`config.mk`:
```
export PLATFORM = sky130hd
export DESIGN_NAME = pingpong_bank_ctrl_flat
export DESIGN_NICKNAME = d
export VERILOG_FILES = /design/src/rtl/pingpong_bank_ctrl_pkg.sv /design/src/rtl/pingpong_bank_ctrl_if.sv /design/src/rtl/stall_watchdog.sv /design/src/rtl/pingpong_bank_ctrl.sv /design/src/flat_wrapper.sv
export SDC_FILE = /design/constraint.sdc
export NUM_CORES = 1
export LEC_CHECK = 0
export CAP_MARGIN = 10
export CORE_ASPECT_RATIO = 1.4
export CORE_MARGIN = 2
export CORE_UTILIZATION = 35
export DETAILED_ROUTE_END_ITERATION = 6
export GPL_TIMING_DRIVEN = 0
export HOLD_SLACK_MARGIN = 0.12
export PLACE_DENSITY = 0.58
export SYNTH_ARGS = -nofsm -noshare
export SYNTH_HDL_FRONTEND = slang
export SYNTH_SLANG_ARGS = --single-unit
```
`constraint.sdc`:
```
create_clock -name clock -period 4.4 [get_ports clock]
set_clock_uncertainty 0.05 [all_clocks]
set_input_delay 0.88 -clock clock [delete_from_list [all_inputs] [get_ports clock]]
set_output_delay 0.88 -clock clock [all_outputs]
set_load 0.005 [all_outputs]
```
`src/rtl/pingpong_bank_ctrl_pkg.sv`:
```
// Shared definitions for the ping-pong bank controller.
//   bank_state_e        : FSM state, encoded as the number of committed banks held
//   OCC_W               : width of the occupancy output (0..2 banks)
//   DEFAULT_STALL_LIMIT : default blocked-cycle count for the stall flags
//   DEFAULT_CNT_W       : default width of the stall counters
//   state_occupancy()   : maps an FSM state to its occupancy value
package pingpong_bank_ctrl_pkg;

  localparam int OCC_W               = 2;
  localparam int DEFAULT_STALL_LIMIT = 1024;
  localparam int DEFAULT_CNT_W       = 16;

  typedef enum logic [1:0] {
    ST_EMPTY = 2'd0,
    ST_HALF  = 2'd1,
    ST_FULL  = 2'd2
  } bank_state_e;

  typedef logic [OCC_W-1:0] occ_t;

  function automatic occ_t state_occupancy(input bank_state_e s);
    occ_t occ;
    case (s)
      ST_EMPTY: occ = 2'd0;
      ST_HALF:  occ = 2'd1;
      ST_FULL:  occ = 2'd2;
      default:  occ = 2'd0;
    endcase
    return occ;
  endfunction

endpackage

```
`src/rtl/pingpong_bank_ctrl_if.sv`:
```
// Producer/consumer bus of the ping-pong bank controller.
//   Producer side : i_req, i_write (to controller); i_full_n, i_bank (from controller)
//   Consumer side : t_req, t_read  (to controller); t_empty_n, t_bank (from controller)
//   Status        : occupancy, stall_prod, stall_cons, err_ovf, err_udf (from controller)
//   Control       : err_clr (to controller)
// Modports: master = the producer/consumer environment, slave = the controller.
interface pingpong_bank_ctrl_if;
  import pingpong_bank_ctrl_pkg::*;

  logic i_req;
  logic i_write;
  logic i_full_n;
  logic i_bank;
  logic t_req;
  logic t_read;
  logic t_empty_n;
  logic t_bank;
  occ_t occupancy;
  logic stall_prod;
  logic stall_cons;
  logic err_ovf;
  logic err_udf;
  logic err_clr;

  modport master (
    output i_req, i_write, t_req, t_read, err_clr,
    input  i_full_n, i_bank, t_empty_n, t_bank, occupancy,
           stall_prod, stall_cons, err_ovf, err_udf
  );

  modport slave (
    input  i_req, i_write, t_req, t_read, err_clr,
    output i_full_n, i_bank, t_empty_n, t_bank, occupancy,
           stall_prod, stall_cons, err_ovf, err_udf
  );

endinterface

```
`src/rtl/stall_watchdog.sv`:
```
// Counts consecutive cycles in which a requester is blocked and raises a
// registered stall flag once the count reaches STALL_LIMIT.
//   clock   : rising-edge clock
//   reset   : asynchronous, active-low reset
//   blocked : requester is asking but cannot proceed this cycle
//   stall   : high while the blocked-cycle count equals STALL_LIMIT
// The counter clears on any unblocked cycle and saturates at STALL_LIMIT.
// STALL_LIMIT must be representable in CNT_W bits.
module stall_watchdog #(
  parameter int CNT_W       = 16,
  parameter int STALL_LIMIT = 1024
) (
  input  logic clock,
  input  logic reset,
  input  logic blocked,
  output logic stall
);

  localparam logic [CNT_W-1:0] LIMIT = CNT_W'(STALL_LIMIT);

  logic [CNT_W-1:0] cnt;
  logic [CNT_W-1:0] cnt_next;

  always_comb begin
    cnt_next = '0;
    if (blocked) begin
      cnt_next = (cnt == LIMIT) ? cnt : cnt + CNT_W'(1);
    end
  end

  // The flag is loaded from the next count so it rises on the same edge the
  // counter reaches the limit, while still coming straight from a flop.
  always_ff @(posedge clock or negedge reset) begin
    if (!reset) begin
      cnt   <= '0;
      stall <= 1'b0;
    end else begin
      cnt   <= cnt_next;
      stall <= (cnt_next == LIMIT);
    end
  end

endmodule

```
`src/rtl/pingpong_bank_ctrl.sv`:
```
// Ping-pong (double-buffer) bank controller.
// A producer fills one of two banks and commits it with i_write; a consumer
// reads committed banks in order and releases each with t_read. The FSM state
// counts committed banks (EMPTY/HALF/FULL); two one-bit pointers select the
// bank each side works on.
//   clock : rising-edge clock
//   reset : asynchronous, active-low reset
//   bus   : pingpong_bank_ctrl_if.slave -- handshakes, bank indices,
//           occupancy, stall flags, sticky error flags and err_clr
// Every output comes from a flop or a decode of the state register, so no
// input reaches an output combinationally.
module pingpong_bank_ctrl
  import pingpong_bank_ctrl_pkg::*;
#(
  parameter int STALL_LIMIT = DEFAULT_STALL_LIMIT,
  parameter int CNT_W       = DEFAULT_CNT_W
) (
  input  logic                 clock,
  input  logic                 reset,
  pingpong_bank_ctrl_if.slave  bus
);

  bank_state_e state;
  bank_state_e state_next;

  logic wr_ptr;
  logic rd_ptr;
  logic full_n;
  logic empty_n;
  occ_t occ;
  logic wr_acc;
  logic rd_acc;
  logic err_ovf_q;
  logic err_udf_q;
  logic prod_blocked;
  logic cons_blocked;
  logic stall_prod_w;
  logic stall_cons_w;

  // Requests are qualified by the registered availability flags, so an
  // attempt against a full/empty controller is simply not accepted.
  assign wr_acc = bus.i_write & full_n;
  assign rd_acc = bus.t_read  & empty_n;

  // ---------------------------------------------------------------------------
  // FSM: state register
  // ---------------------------------------------------------------------------
  // NOTE: clocked state uses non-blocking assignments so every flop samples
  // pre-edge values regardless of the order the always blocks are evaluated.
  always_ff @(posedge clock or negedge reset) begin
    if (!reset) begin
      state <= ST_EMPTY;
    end else begin
      state <= state_next;
    end
  end

  // ---------------------------------------------------------------------------
  // FSM: next-state logic
  // ---------------------------------------------------------------------------
  // NOTE: state_next gets a default before the case so no path leaves it
  // unassigned, which would otherwise infer a latch.
  always_comb begin
    state_next = state;
    case (state)
      ST_EMPTY: begin
        if (wr_acc) state_next = ST_HALF;
      end
      ST_HALF: begin
        // A simultaneous commit and release leaves one bank held.
        if (wr_acc && !rd_acc) begin
          state_next = ST_FULL;
        end else if (!wr_acc && rd_acc) begin
          state_next = ST_EMPTY;
        end
      end
      ST_FULL: begin
        if (rd_acc) state_next = ST_HALF;
      end
      default: state_next = ST_EMPTY;
    endcase
  end

  // ---------------------------------------------------------------------------
  // FSM: output decode (state register only)
  // ---------------------------------------------------------------------------
  always_comb begin
    occ     = state_occupancy(state);
    full_n  = (state != ST_FULL);
    empty_n = (state != ST_EMPTY);
  end

  // ---------------------------------------------------------------------------
  // Bank pointers: each accepted event flips its side to the other bank.
  // With two banks the pointers agree whenever the controller is EMPTY or FULL.
  // ---------------------------------------------------------------------------
  always_ff @(posedge clock or negedge reset) begin
    if (!reset) begin
      wr_ptr <= 1'b0;
      rd_ptr <= 1'b0;
    end else begin
      if (wr_acc) wr_ptr <= ~wr_ptr;
      if (rd_acc) rd_ptr <= ~rd_ptr;
    end
  end

  // ---------------------------------------------------------------------------
  // Sticky protocol errors; err_clr wins over a same-cycle new error.
  // ---------------------------------------------------------------------------
  always_ff @(posedge clock or negedge reset) begin
    if (!reset) begin
      err_ovf_q <= 1'b0;
      err_udf_q <= 1'b0;
    end else if (bus.err_clr) begin
      err_ovf_q <= 1'b0;
      err_udf_q <= 1'b0;
    end else begin
      if (bus.i_write && !full_n)  err_ovf_q <= 1'b1;
      if (bus.t_read  && !empty_n) err_udf_q <= 1'b1;
    end
  end

  // ---------------------------------------------------------------------------
  // Stall watchdogs
  // ---------------------------------------------------------------------------
  assign prod_blocked = bus.i_req & ~full_n;
  assign cons_blocked = bus.t_req & ~empty_n;

  stall_watchdog #(
    .CNT_W       (CNT_W),
    .STALL_LIMIT (STALL_LIMIT)
  ) u_prod_wdog (
    .clock   (clock),
    .reset   (reset),
    .blocked (prod_blocked),
    .stall   (stall_prod_w)
  );

  stall_watchdog #(
    .CNT_W       (CNT_W),
    .STALL_LIMIT (STALL_LIMIT)
  ) u_cons_wdog (
    .clock   (clock),
    .reset   (reset),
    .blocked (cons_blocked),
    .stall   (stall_cons_w)
  );

  // ---------------------------------------------------------------------------
  // Bus outputs
  // ---------------------------------------------------------------------------
  assign bus.i_full_n   = full_n;
  assign bus.t_empty_n  = empty_n;
  assign bus.occupancy  = occ;
  assign bus.i_bank     = wr_ptr;
  assign bus.t_bank     = rd_ptr;
  assign bus.err_ovf    = err_ovf_q;
  assign bus.err_udf    = err_udf_q;
  assign bus.stall_prod = stall_prod_w;
  assign bus.stall_cons = stall_cons_w;

endmodule

```
`src/flat_wrapper.sv`:
```
// flat-port wrapper written by rule: the top's interface ports become plain ports
module pingpong_bank_ctrl_flat import pingpong_bank_ctrl_pkg::*;
#(
  parameter int STALL_LIMIT = DEFAULT_STALL_LIMIT,
  parameter int CNT_W       = DEFAULT_CNT_W
)
  (clock, reset, bus_i_req, bus_i_write, bus_t_req, bus_t_read, bus_err_clr, bus_i_full_n, bus_i_bank, bus_t_empty_n, bus_t_bank, bus_occupancy, bus_stall_prod, bus_stall_cons, bus_err_ovf, bus_err_udf);
  pingpong_bank_ctrl_if bus_i ();
  input  logic clock;
  input  logic reset;
  input wire logic [$bits(bus_i.i_req)-1:0] bus_i_req;
  input wire logic [$bits(bus_i.i_write)-1:0] bus_i_write;
  input wire logic [$bits(bus_i.t_req)-1:0] bus_t_req;
  input wire logic [$bits(bus_i.t_read)-1:0] bus_t_read;
  input wire logic [$bits(bus_i.err_clr)-1:0] bus_err_clr;
  output wire logic [$bits(bus_i.i_full_n)-1:0] bus_i_full_n;
  output wire logic [$bits(bus_i.i_bank)-1:0] bus_i_bank;
  output wire logic [$bits(bus_i.t_empty_n)-1:0] bus_t_empty_n;
  output wire logic [$bits(bus_i.t_bank)-1:0] bus_t_bank;
  output wire logic [$bits(bus_i.occupancy)-1:0] bus_occupancy;
  output wire logic [$bits(bus_i.stall_prod)-1:0] bus_stall_prod;
  output wire logic [$bits(bus_i.stall_cons)-1:0] bus_stall_cons;
  output wire logic [$bits(bus_i.err_ovf)-1:0] bus_err_ovf;
  output wire logic [$bits(bus_i.err_udf)-1:0] bus_err_udf;
  assign bus_i.i_req = bus_i_req;
  assign bus_i.i_write = bus_i_write;
  assign bus_i.t_req = bus_t_req;
  assign bus_i.t_read = bus_t_read;
  assign bus_i.err_clr = bus_err_clr;
  assign bus_i_full_n = bus_i.i_full_n;
  assign bus_i_bank = bus_i.i_bank;
  assign bus_t_empty_n = bus_i.t_empty_n;
  assign bus_t_bank = bus_i.t_bank;
  assign bus_occupancy = bus_i.occupancy;
  assign bus_stall_prod = bus_i.stall_prod;
  assign bus_stall_cons = bus_i.stall_cons;
  assign bus_err_ovf = bus_i.err_ovf;
  assign bus_err_udf = bus_i.err_udf;
  pingpong_bank_ctrl #(.STALL_LIMIT(STALL_LIMIT), .CNT_W(CNT_W)) u_core (.clock(clock), .reset(reset), .bus(bus_i));
endmodule
```
== Yosys cells after proc, flatten, opt, wreduce, memory -nomap -nowiden ==
Index checks and enable logic that the tools add are counted.
Widths: inputs -> output; s select.

* Register bits after elaboration: 40
* Logic and storage cells: 56
* Input bits: 7
* Output and inout bits: 10

* Add/sub/neg operators: 2
* Reductions and logical operators: 13
* Bitwise logic cells: 8
* Eq/ne operators: 10
* Multiplexer cells: 14

{| class="wikitable"
|+ Operators with widths
! kind !! count
|-
| $eq 16x11->1 const B || 4
|-
| $mux 16 || 4
|-
| $add 16x1->16 const B || 2
|-
| $mux 2 || 4
|-
| $pmux 2 s3 || 1
|-
| $reduce_bool 2->1 || 3
|-
| $and 1x1->1 || 4
|-
| $logic_and 1x1->1 || 4
|-
| $logic_not 1->1 || 4
|-
| $mux 1 || 4
|-
| $ne 2x1->1 const B || 2
|-
| $not 1->1 || 4
|-
| $pmux 2 s2 || 1
|-
| $ne 3x1->1 const B || 1
|-
| $reduce_and 3->1 || 1
|-
| $eq 2x1->1 const B || 1
|-
| $eq 2x2->1 const B || 1
|-
| $logic_not 2->1 || 1
|-
| $ne 2x2->1 const B || 1
|}

== Depth between registers and ports, before layout ==
* Depth in word-level cells: 7
* Gate-level depth with buffers: 7
* Depth with buffers taken out: 7

== Hierarchy ==
From an unflattened synthesis, not the netlist that was laid out.

* Cells, all modules: 265
* Area total of the unflattened synthesis: 2531.2 sq um

{| class="wikitable"
|+ Modules (own cells, without submodules)
! module !! cells an instance !! instances !! area an instance (sq um) !! sequential area each (sq um)
|-
| stall_watchdog || 119 || 2 || 1124.8 || 425.4
|-
| pingpong_bank_ctrl || 27 || 1 || 281.5 || 150.1
|}

== Least setup slack after synthesis ==
Ideal clock, no wire load.

* Path kind: input to register
* From: input port bus_t_req
* To: register u_core.u_cons_wdog.stall
* Path slack: 2.022 ns
* Path buffers: 1
* Stages: 6
* Required time: 4.227 ns
* Library setup time: 0.123 ns
* Data arrival time: 2.205 ns
* Path through: or3b_2 > buf_2 > or4_1 > nand3_1 > a211o_1 > nor4_2

* Longest elaborated chain between the ends: 3

{| class="wikitable"
|+ RTL lines
! item !! line !! RTL
|-
| start, declared || flat_wrapper.sv:13 || <nowiki>input wire logic [$bits(bus_i.t_req)-1:0] bus_t_req;</nowiki>
|-
| $and 1x1->1 || pingpong_bank_ctrl.sv:127 || <nowiki>assign cons_blocked = bus.t_req & ~empty_n;</nowiki>
|-
| $mux 16 || stall_watchdog.sv:26 || <nowiki>if (blocked) begin</nowiki>
|-
| $eq 16x11->1 || stall_watchdog.sv:39 || <nowiki>stall <= (cnt_next == LIMIT);</nowiki>
|-
| end signal, assigned || stall_watchdog.sv:39 ||
|-
| end, declared || stall_watchdog.sv:16 || <nowiki>output logic stall</nowiki>
|}

No other way between the ends.
A chain may end at the register's enable or synchronous reset.

== Worst setup path after layout ==
Ends and elaborated chain as after synthesis.

==> reports/metrics.yaml <==
status: "finished clean"
drt_wl_total_mm: 5.39
synth_commonest_cells: "40 x dfrtp_1, 35 x nor2_1, 17 x nand2_1"
pre_cts_slack_ns: 1.44
arrival_ns: 2.79
hold_ws_ns: 0.422
synth_top_family_by_area: "simple AND/OR/NAND/NOR gates"
vias: 2008
syn_inst: 269
power_frac_comb_pct: 24.3
clock_sinks: 40
p_seq_share_pct: 47.8
antenna_found_initial: 0
period_minus_slack_ns: 2.65
cp_top_family: "simple AND/OR/NAND/NOR gates"
r2r_setup_slack_ns: 2.07
p_int_uw: 616
cp_num_buf_inv: 2
syn-num-nets: 281
rsz0062_at_grt: "no"
synth_ff_type: "dfrtp_1"
synthXorXnorAreaFrac_pct: 8.37
synthesis.area_sq_um: 2410
coreArea_sq_um: 6610
grt_max_degree: 29
setup_ws_ns: 1.75
ir_drop_uv: 173
dieArea_sq_um: 7570
grt_pass1_wl_mm: 9.32
drt_pass1_iterations: 4
die_w_um: 74.1
synth_top_area_share_pct: 41.6
p_per_area_nw_per_um2: 322
finalSetupTns_ns: 0
synth-simple-area-share_pct: 27.1
globalRouteOverflowTotal: 0
dpl.cell_count: 378
max_slew_margin_pct: 39.0
synth_compound_area_share_pct: 13.8
crit_required_ns: 4.54
drc: 0
numCtsBuffers: 5
holdBufCountCts: 0
fmax_mhz: 377
synth_enable_flop_cells: 0
fin_cells: 386
muxShareOfSynthArea_pct: 1.72
drv_slew: 0
yosys-top-cells-area: "dfrtp_1 42%, nor2_1 5.5%, xor2_1 4.4%, xnor2_1 4.0%, nand3_1 3.3%"
cts_resized: 0
portBuffers: 16
cap_violations: 0
crit_path_end_kind: "flip-flop"
worstSkewPairLatency_ns: 0.30
yosys.cell_types.count: 47
total_power_uw: 897
tightest_slew_ns: 0.913
dpl.hpwl_mm: 4.02
syn_area_per_cell_sq_um: 8.95
path_clk_slew_ns: 0.09
ctsHtreeMaxLevel: 2
first_global_vias: 1968
start_util_pct: 36.4
cts_tree: "built"
final_hold_viol_count: 0
hold_class: "in2async"
viasPerCell: 5.20
cts_buffer_depth: 2
synth_top_area_cell: "dfrtp_1"
gp_congestion: 0.787
rows: 35
synth_warnings: 0
p_clk_share_pct: 27.8
path_cells: "clkdlybuf4s50_1 > or3b_2 > buf_2 > or4_1 > nand3_1 > a211o_1 > nor4_2"
start_kind: "input port"
slowest_delay_ns: 0.54
wl_per_cell_um: 14.0
fp.dieH_um: 102
grtUsageTotal_pct: 15.6
ios: 17
min_period_over_period_pct: 60.3
ctsRootBufferMaster: "clkbuf_8"
drtIter0Drc: 83
diodes: 0
post-cts-setup-buffer-count: 0
synthAdderAreaFrac_pct: 2.60
crit_type: "in2reg"
postSynth.asyncResetShare_pct: 100
drive_above_1_share_pct: 8.16
setup_viol_count_final: 0
yosysMostFrequentCell: "dfrtp_1"
p_sw_uw: 281
yosysSeqAreaShare_pct: 41.6
nNetsFinal: 305
areaGrowthSynthToFinish_pct: 15.7
power.leakage_uw: 0.00113
critPathMaxFanout: 8
swShare_pct: 31.3
yosys_register_bits: 40
cpMaxStageDelayCell: "or4_1"
ant_nets: 0
[layer usage]
layer / vias to the layer above / GRT usage (%) / routed length [um]
met5: - / 0 / 0
met4: 0 / 4.20 / 61
met3: 7 / 2.96 / 100
met2: 19 / 28.4 / 2910
met1: 978 / 18.4 / 2320
li1: 1004 / - / -
[placed cells by master, fill, tap and decap left out, types with 3 or more instances in the layout]
cell / count
nand3_1: 16
and3_1: 5
a21o_1: 3
nor3_1: 5
or3_1: 3
clkdlybuf4s50_1: 15
buf_2: 5
ha_1: 5
a211o_1: 4
nand3b_1: 3
dfrtp_1: 40
xnor2_1: 11
nor4b_1: 3
nor4_1: 3
xor2_1: 12
o21ai_0: 8
o31ai_1: 4
clkbuf_8: 5
clkbuf_1: 8
nor2_1: 35
inv_1: 12
a21oi_1: 15
nand2_1: 17
mux2i_1: 3
o211ai_1: 4
and2_1: 4
nand4_1: 10
or4_1: 4
[registers in the layout, indices dropped and copies added, names as in the netlist]
register                  count
u_core.bus.err_ovf            1
u_core.bus.t_bank             1
u_core.u_cons_wdog.cnt       16
u_core.bus.i_bank             1
u_core.u_prod_wdog.cnt       16
u_core.bus.err_udf            1
u_core.u_prod_wdog.stall      1
u_core.u_cons_wdog.stall      1
u_core.state                  2
[power groups by stage]
stage / combinational [uW] / sequential [uW] / clock (uW)
2_1_floorplan: 116 / 430 / 0
3_3_place_gp: 220 / 436 / 0
3_5_place_dp: 222 / 437 / 0
4_1_cts: 223 / 429 / 261
5_1_grt: 245 / 436 / 275
6_report: 218 / 429 / 250
[per-stage QoR]
stage,util [%],cell area (sq um)
5_1_grt,42.1,2790
3_5_place_dp,40.8,2700
2_1_floorplan,-,2410
3_3_place_gp,40.6,2680
4_1_cts,42.1,2790
6_report,42.1,2790
[layout make-up]
cell class,instances,area (sq um)
buffer,15,71.3
clock buffer,5,68.8
clock inverter,3,18.8
fill,679,3830
inverter,12,45.0
multi-input combinational,202,1290
sequential,40,1000
tap,92,115
timing repair buffer,17,175
[path summary, 6_finish.rpt]
check                                                   to  cells past startpoint                       from
max in group asynchronous        u_core.u_prod_wdog.cnt[6]                      2                      reset
worst min register to register           u_core.bus.t_bank                      1          u_core.bus.t_bank
worst max-delay path              u_core.u_cons_wdog.stall                      7                  bus_t_req
min in group clock                       u_core.bus.t_bank                      1          u_core.bus.t_bank
worst min-delay path            u_core.u_cons_wdog.cnt[15]                      1                      reset
worst max register to register    u_core.u_cons_wdog.stall                      6  u_core.u_cons_wdog.cnt[1]
[cell families after synthesis]
family | after synthesis
compound gates | 48
xor+xnor | 23
fa+ha+maj | 5
buf+inv | 27
flops | 40
mux | 4
simple gates | 122
(Power assumes the default switching activity.)
